### config.mk
export PLATFORM = sky130hd
export DESIGN_NAME = simmem_wresp_scheduler
export DESIGN_NICKNAME = d
export VERILOG_FILES = /design/src/rtl/simmem_pkg.sv /design/src/rtl/simmem_rr_arbiter.sv /design/src/rtl/simmem_wresp_scheduler.sv
export SDC_FILE = /design/constraint.sdc
export NUM_CORES = 1
export LEC_CHECK = 0
export ABC_AREA = 1
export BUFFER_PORTS_ARGS = -buffer_cell sky130_fd_sc_hd__buf_2
export CAP_MARGIN = 20
export CORE_ASPECT_RATIO = 1.25
export CORE_MARGIN = 2
export CORE_UTILIZATION = 25
export DETAILED_ROUTE_END_ITERATION = 8
export GPL_TIMING_DRIVEN = 0
export PLACE_DENSITY = 0.48
export SLEW_MARGIN = 15
export SYNTH_ARGS = -nofsm -noshare
export SYNTH_HDL_FRONTEND = slang
export SYNTH_SLANG_ARGS = --single-unit
### constraint.sdc
create_clock -name clk_i -period 5.7 [get_ports clk_i]
set_input_delay 0.57 -clock clk_i [delete_from_list [all_inputs] [get_ports clk_i]]
set_output_delay 0.57 -clock clk_i [all_outputs]
set_load 0.05 [all_outputs]
### src/rtl/simmem_pkg.sv
// simmem_pkg: shared widths and types for the simulated memory.
package simmem_pkg;
  localparam int IDWidth = 4;
  localparam int DelayWidth = 6;
  localparam int WriteRespSchedNumSlots = 8;
  typedef struct packed {
    logic active;
    logic [IDWidth-1:0] id;
    logic [DelayWidth-1:0] counter;
  } wresp_sched_slot_t;
endpackage

### src/rtl/simmem_rr_arbiter.sv
// simmem_rr_arbiter: combinational round-robin pick, first request at or after ptr_i.
module simmem_rr_arbiter #(
  parameter int NumReq = 8,
  localparam int IdxW = $clog2(NumReq)
) (
  input  logic [NumReq-1:0] req_i,
  input  logic [IdxW-1:0]   ptr_i,
  output logic [NumReq-1:0] gnt_o,
  output logic [IdxW-1:0]   idx_o
);
  logic found;
  always_comb begin
    found = 1'b0;
    idx_o = '0;
    for (int k = 0; k < NumReq; k++) begin
      if (!found && req_i[(int'(ptr_i) + k) % NumReq]) begin
        found = 1'b1;
        idx_o = IdxW'((int'(ptr_i) + k) % NumReq);
      end
    end
    gnt_o = found ? (NumReq'(1) << idx_o) : '0;
  end
endmodule

### src/rtl/simmem_wresp_scheduler.sv
// simmem_wresp_scheduler: per-burst write-response delay with in-ID ordering
// and round-robin release among IDs.
module simmem_wresp_scheduler #(
  parameter int NumSlots = simmem_pkg::WriteRespSchedNumSlots,
  parameter int IDWidth = simmem_pkg::IDWidth,
  parameter int DelayWidth = simmem_pkg::DelayWidth,
  localparam int IdxW = $clog2(NumSlots),
  localparam int OccW = $clog2(NumSlots + 1)
) (
  input  logic                  clk_i,
  input  logic                  rst_i,
  input  logic                  waddr_valid_i,
  output logic                  waddr_ready_o,
  input  logic [IDWidth-1:0]    waddr_id_i,
  input  logic [DelayWidth-1:0] delay_i,
  output logic                  release_valid_o,
  input  logic                  release_ready_i,
  output logic [IDWidth-1:0]    release_id_o,
  output logic [OccW-1:0]       occupancy_o
);
  import simmem_pkg::*;
  wresp_sched_slot_t [NumSlots-1:0] slots_q, slots_d;
  logic [NumSlots-1:0][NumSlots-1:0] older_q, older_d;
  logic [IdxW-1:0] rr_q, rr_d, lock_idx_q, lock_idx_d, arb_idx, gnt, free_idx;
  logic [OccW-1:0] occ_q, occ_d;
  logic lock_q, lock_d, free_found, alloc, rel;
  logic [NumSlots-1:0] act, elig, arb_oh, sel_oh;
  simmem_rr_arbiter #(.NumReq(NumSlots)) u_arb (
    .req_i(elig), .ptr_i(rr_q), .gnt_o(arb_oh), .idx_o(arb_idx)
  );
  // A slot waits while any active same-ID slot is older than it.
  always_comb begin
    elig = '0;
    act = '0;
    free_found = 1'b0;
    free_idx = '0;
    for (int i = 0; i < NumSlots; i++) begin
      act[i] = slots_q[i].active;
      elig[i] = slots_q[i].active && slots_q[i].counter == '0;
      for (int k = 0; k < NumSlots; k++)
        if (slots_q[k].active && slots_q[k].id == slots_q[i].id && older_q[k][i]) elig[i] = 1'b0;
      if (!slots_q[i].active && !free_found) begin
        free_found = 1'b1;
        free_idx = IdxW'(i);
      end
    end
  end
  assign waddr_ready_o = ~&act;
  assign release_valid_o = lock_q | (|elig);
  assign gnt = lock_q ? lock_idx_q : arb_idx;
  assign sel_oh = lock_q ? (NumSlots'(1) << lock_idx_q) : arb_oh;
  assign release_id_o = release_valid_o ? slots_q[gnt].id : '0;
  assign occupancy_o = occ_q;
  assign alloc = waddr_valid_i & waddr_ready_o;
  assign rel = release_valid_o & release_ready_i;
  always_comb begin
    slots_d = slots_q;
    older_d = older_q;
    for (int i = 0; i < NumSlots; i++) begin
      if (slots_q[i].active && slots_q[i].counter != '0) slots_d[i].counter = slots_q[i].counter - 1'b1;
      if (rel && sel_oh[i]) begin
        slots_d[i].active = 1'b0;
        older_d[i] = '0;
        for (int k = 0; k < NumSlots; k++) older_d[k][i] = 1'b0;
      end
    end
    if (alloc) begin
      slots_d[free_idx] = '{active: 1'b1, id: waddr_id_i, counter: delay_i};
      older_d[free_idx] = '0;
      for (int k = 0; k < NumSlots; k++) older_d[k][free_idx] = act[k] && !(rel && sel_oh[k]);
    end
    rr_d = rel ? (gnt == IdxW'(NumSlots - 1) ? '0 : gnt + 1'b1) : rr_q;
    lock_d = release_valid_o & ~release_ready_i;
    lock_idx_d = gnt;
    occ_d = occ_q + OccW'(alloc) - OccW'(rel);
  end
  always_ff @(posedge clk_i or posedge rst_i) begin
    if (rst_i) begin
      slots_q <= '0;
      older_q <= '0;
      rr_q <= '0;
      lock_q <= 1'b0;
      lock_idx_q <= '0;
      occ_q <= '0;
    end else begin
      slots_q <= slots_d;
      older_q <= older_d;
      rr_q <= rr_d;
      lock_q <= lock_d;
      lock_idx_q <= lock_idx_d;
      occ_q <= occ_d;
    end
  end
endmodule

==> metrics.md <==
| Metric | Value |
|---|---|
| Worst Skew | `0.0100 ns` |
| Nets@finish | `1863` |
| Placeable core area | `47400 um2` |
| Final cell count without fillers | `2475` |
| CP Class | `reg2out` |
| Commonest non-fill, non-tap cell in the layout | `nand2_1` |
| P_leak | `6.87 nW` |
| Peak Freq | `193 MHz` |
| Num rows | `89` |
| Sequential group share of total power | `20.2%` |
| Placed insts | `2443` |
| Ratio of cells with drive above 1 in the final layout | `12.2%` |
| DR WL/cell | `17.4 um` |
| Final instance area | `13600 um2` |
| Fin Hold WS | `0.159 ns` |
| ANT cells | `0` |
| # DRC | `0` |
| PD cells | `635 nW/um2` |
| Crit end category | `output pin` |
| Final Hold Viols | `0` |
| Startpoint Class | `flip-flop` |
| DIE HEIGHT | `249 um` |
| H-tree depth | `4` |
| Library cells used by synthesis | `47` |
| Synth Net Count | `1821` |
| Die W | `200 um` |
| Initial drt markers | `1086` |
| Utilization after layout | `28.7%` |
| Routed Antenna Nets | `0` |
| Syn avg cell area | `6.76 um2` |
| Slew Viols, Final | `0` |
| Ports | `24` |
| First-pass GRT wire length | `66.1 mm` |
| Worst slew margin | `44.4%` |
| Clock Power Share | `14.2%` |
| Final Critical Period | `5.18 ns` |
| Largest family of logic cells by synthesized area | `simple AND/OR/NAND/NOR gates` |
| Final wirelength | `43.0 mm` |
| Switching share of total power | `54.4%` |
| Mapped Cells | `1783` |
| Yosys warnings | `0` |
| Status | `complete, no violations` |
| Register area share after synthesis | `33.8%` |
| Reg-to-reg startpoint | `slots_q[66]$_DFF_PP0_` |
| Initial Utilization | `25.4%` |
| CTS Root Buffer Type | `clkbuf_16` |
| Max_cap viols | `0` |
| Final-layout fill cell count | `5243` |
| Worst Hold Class | `in2async` |
| Most used flip-flop cell after synthesis | `dfrtp_1` |
| Largest net degree at the start of global routing | `100` |
| Adder-Cell Fraction of Synth Area | `2.55%` |
| Post-synth EDFFs | `0` |
| Post-DP HPWL | `33.4 mm` |
| # Post-CTS Setup Buffers | `0` |
| Clk buf depth | `2` |
| CTS tree | `yes` |
| Sink Count | `163` |
| Die footprint | `50000 um2` |
| Vias in the first global route | `11000` |
| Peak supply drop | `0.000251 V` |
| Port bufs | `22` |
| DRT Pass-1 Iters | `6` |
| Combinational power share | `65.6%` |
| Setup crit start | `slots_q[66]$_DFF_PP0_` |
| Post-synthesis async set-or-reset flop share | `100%` |
| Final setup violation count | `0` |
| Worst Tran Pin Value | `0.827 ns` |
| Yosys reg bits | `163` |
| Crit path DAT | `4.61 ns` |
| CP Max Fanout | `11` |
| Final period utilization | `90.8%` |
| CTS resizes | `0` |
| Tot GR Track Use | `17.2%` |
| Remaining Overflow, GRT | `0` |
| CP required | `5.13 ns` |
| Cell area after synthesis | `12100 um2` |
| Multiplexer share of the synthesized area | `0%` |
| Internal power | `3.94 mW` |
| RSZ-0062 raised after global routing | `false` |
| Simple-gate share of the synthesized area | `40.2%` |
| Cts hold-fix bufs | `0` |
| XOR/XNOR Fraction of Synth Area | `5.23%` |
| Clock transition at path regs | `0.07 ns` |
| Vias | `11700` |
| P&R area growth vs syn | `12.9%` |
| Psw | `4.70 mW` |
| Post-synthesis compound-gate area fraction | `7.35%` |
| CTS Buf Count | `17` |
| RePlAce Congestion | `0.976` |
| Commonest cells after routing, fill and taps aside | `nand2_1, nand3_1, dfrtp_1` |
| Clk_lat worst skew | `0.44 ns` |
| Vias per cell | `4.75` |
| Post-DP Area | `13000 um2` |
| Initial antenna violation count | `1` |
==> layer usage <==
layer	wire length [um]	up-vias	global-route usage, %	part of all wire [%]
met5	0	-	0	0
met4	2110	0	8.34	4.9
met3	1940	91	2.02	4.5
met2	20400	392	29.1	47
met1	18600	5511	21.7	43
li1	-	5750	-	-
==> power by group through the flow <==
stage	sequential (mW)	clock, mW	combinational [mW]
6_report	1.75	1.23	5.67
5_1_grt	1.80	1.30	6.26
2_1_floorplan	1.77	0	4.13
4_1_cts	1.75	1.26	5.63
3_3_place_gp	1.76	0	5.55
3_5_place_dp	1.77	0	5.61
==> cells in the mapped netlist, types with 16 or more instances <==
master,number,share of area (%)
a21oi_1,18,0.75
buf_2,20,0.83
buf_4,31,1.9
buf_6,17,1.6
dfrtp_1,163,34
ha_1,23,2.4
inv_1,131,4.1
inv_2,19,0.59
inv_4,17,0.88
nand2_1,625,19
nand2_2,16,0.83
nand3_1,167,6.9
nand3_2,16,1.3
nand3b_1,24,1.5
nand4_1,30,1.6
nor2_1,159,5.0
nor3_1,17,0.71
o21ai_0,98,4.1
o21ai_1,43,1.8
xnor2_1,21,1.5
xor2_1,51,3.7
==> kinds of logic (layout without fill, tap and decap cells) <==
| logic type | after synthesis | after routing |
|---|---|---|
| adder cells (fa/ha/maj) | 24 | 24 |
| XOR/XNOR | 72 | 72 |
| flip-flops | 163 | 163 |
| AO/OA/AOI/OAI | 168 | 168 |
| AND/OR/NAND/NOR | 1096 | 1096 |
| buffers and inverters | 260 | 315 |
==> worst max-delay path, stage by stage, from the launching register on <==
cell	delay [ns]
dfrtp_1	0.39
inv_1	0.10
ha_1	0.16
nand3_1	0.11
nor3_1	0.40
nand2_1	0.12
nor2_1	0.44
nand2_1	0.15
nand2_1	0.11
nand2_1	0.06
nand2_1	0.05
nand2_1	0.08
nand2_1	0.08
nand2_2	0.09
o21ai_1	0.20
a21oi_1	0.07
nor2_1	0.17
nand3_2	0.14
nand3_2	0.19
nand2_2	0.10
buf_4	0.21
nand2_1	0.07
nand3_1	0.07
nand3_1	0.10
nand2_1	0.05
nor2_1	0.16
buf_2	0.30
==> final cells by class <==
class / instances / area, um2 / share of cell area [%]
sequential: 163 / 4080 / 30.0
buffer: 89 / 616 / 4.52
clock inverter: 12 / 153 / 1.12
multi-input combinational: 1360 / 6670 / 49.0
tap: 637 / 797 / 5.86
timing repair buffer: 23 / 138 / 1.01
clock buffer: 20 / 457 / 3.36
inverter: 171 / 697 / 5.12
==> through the flow <==
stage,setup TNS [ns],power (mW),setup WS [ns]
global route,0,9.36,0.241
global placement,-273.02,7.32,-1.69
finish,0,8.64,0.525
detailed placement,0,7.37,1.04
CTS,0,8.64,0.550
floorplan,0,5.89,0.725
==> path summary, 6_finish.rpt <==
path | slack [ns] | cells after the start | endpoint
max | 0.52 | 26 | release_id_o[2]
min | 0.16 | 2 | slots_q[2]$_DFF_PP0_
max reg2reg | 1.38 | 24 | occupancy_o[2]$_DFF_PP0_
min reg2reg | 0.51 | 2 | older_q[18]$_DFF_PP0_
max in group asynchronous | 4.64 | 3 | async pin
min in group clk_i | 0.37 | 3 | slots_q[66]$_DFF_PP0_
No activity file was read; power rests on OpenSTA's default activity.
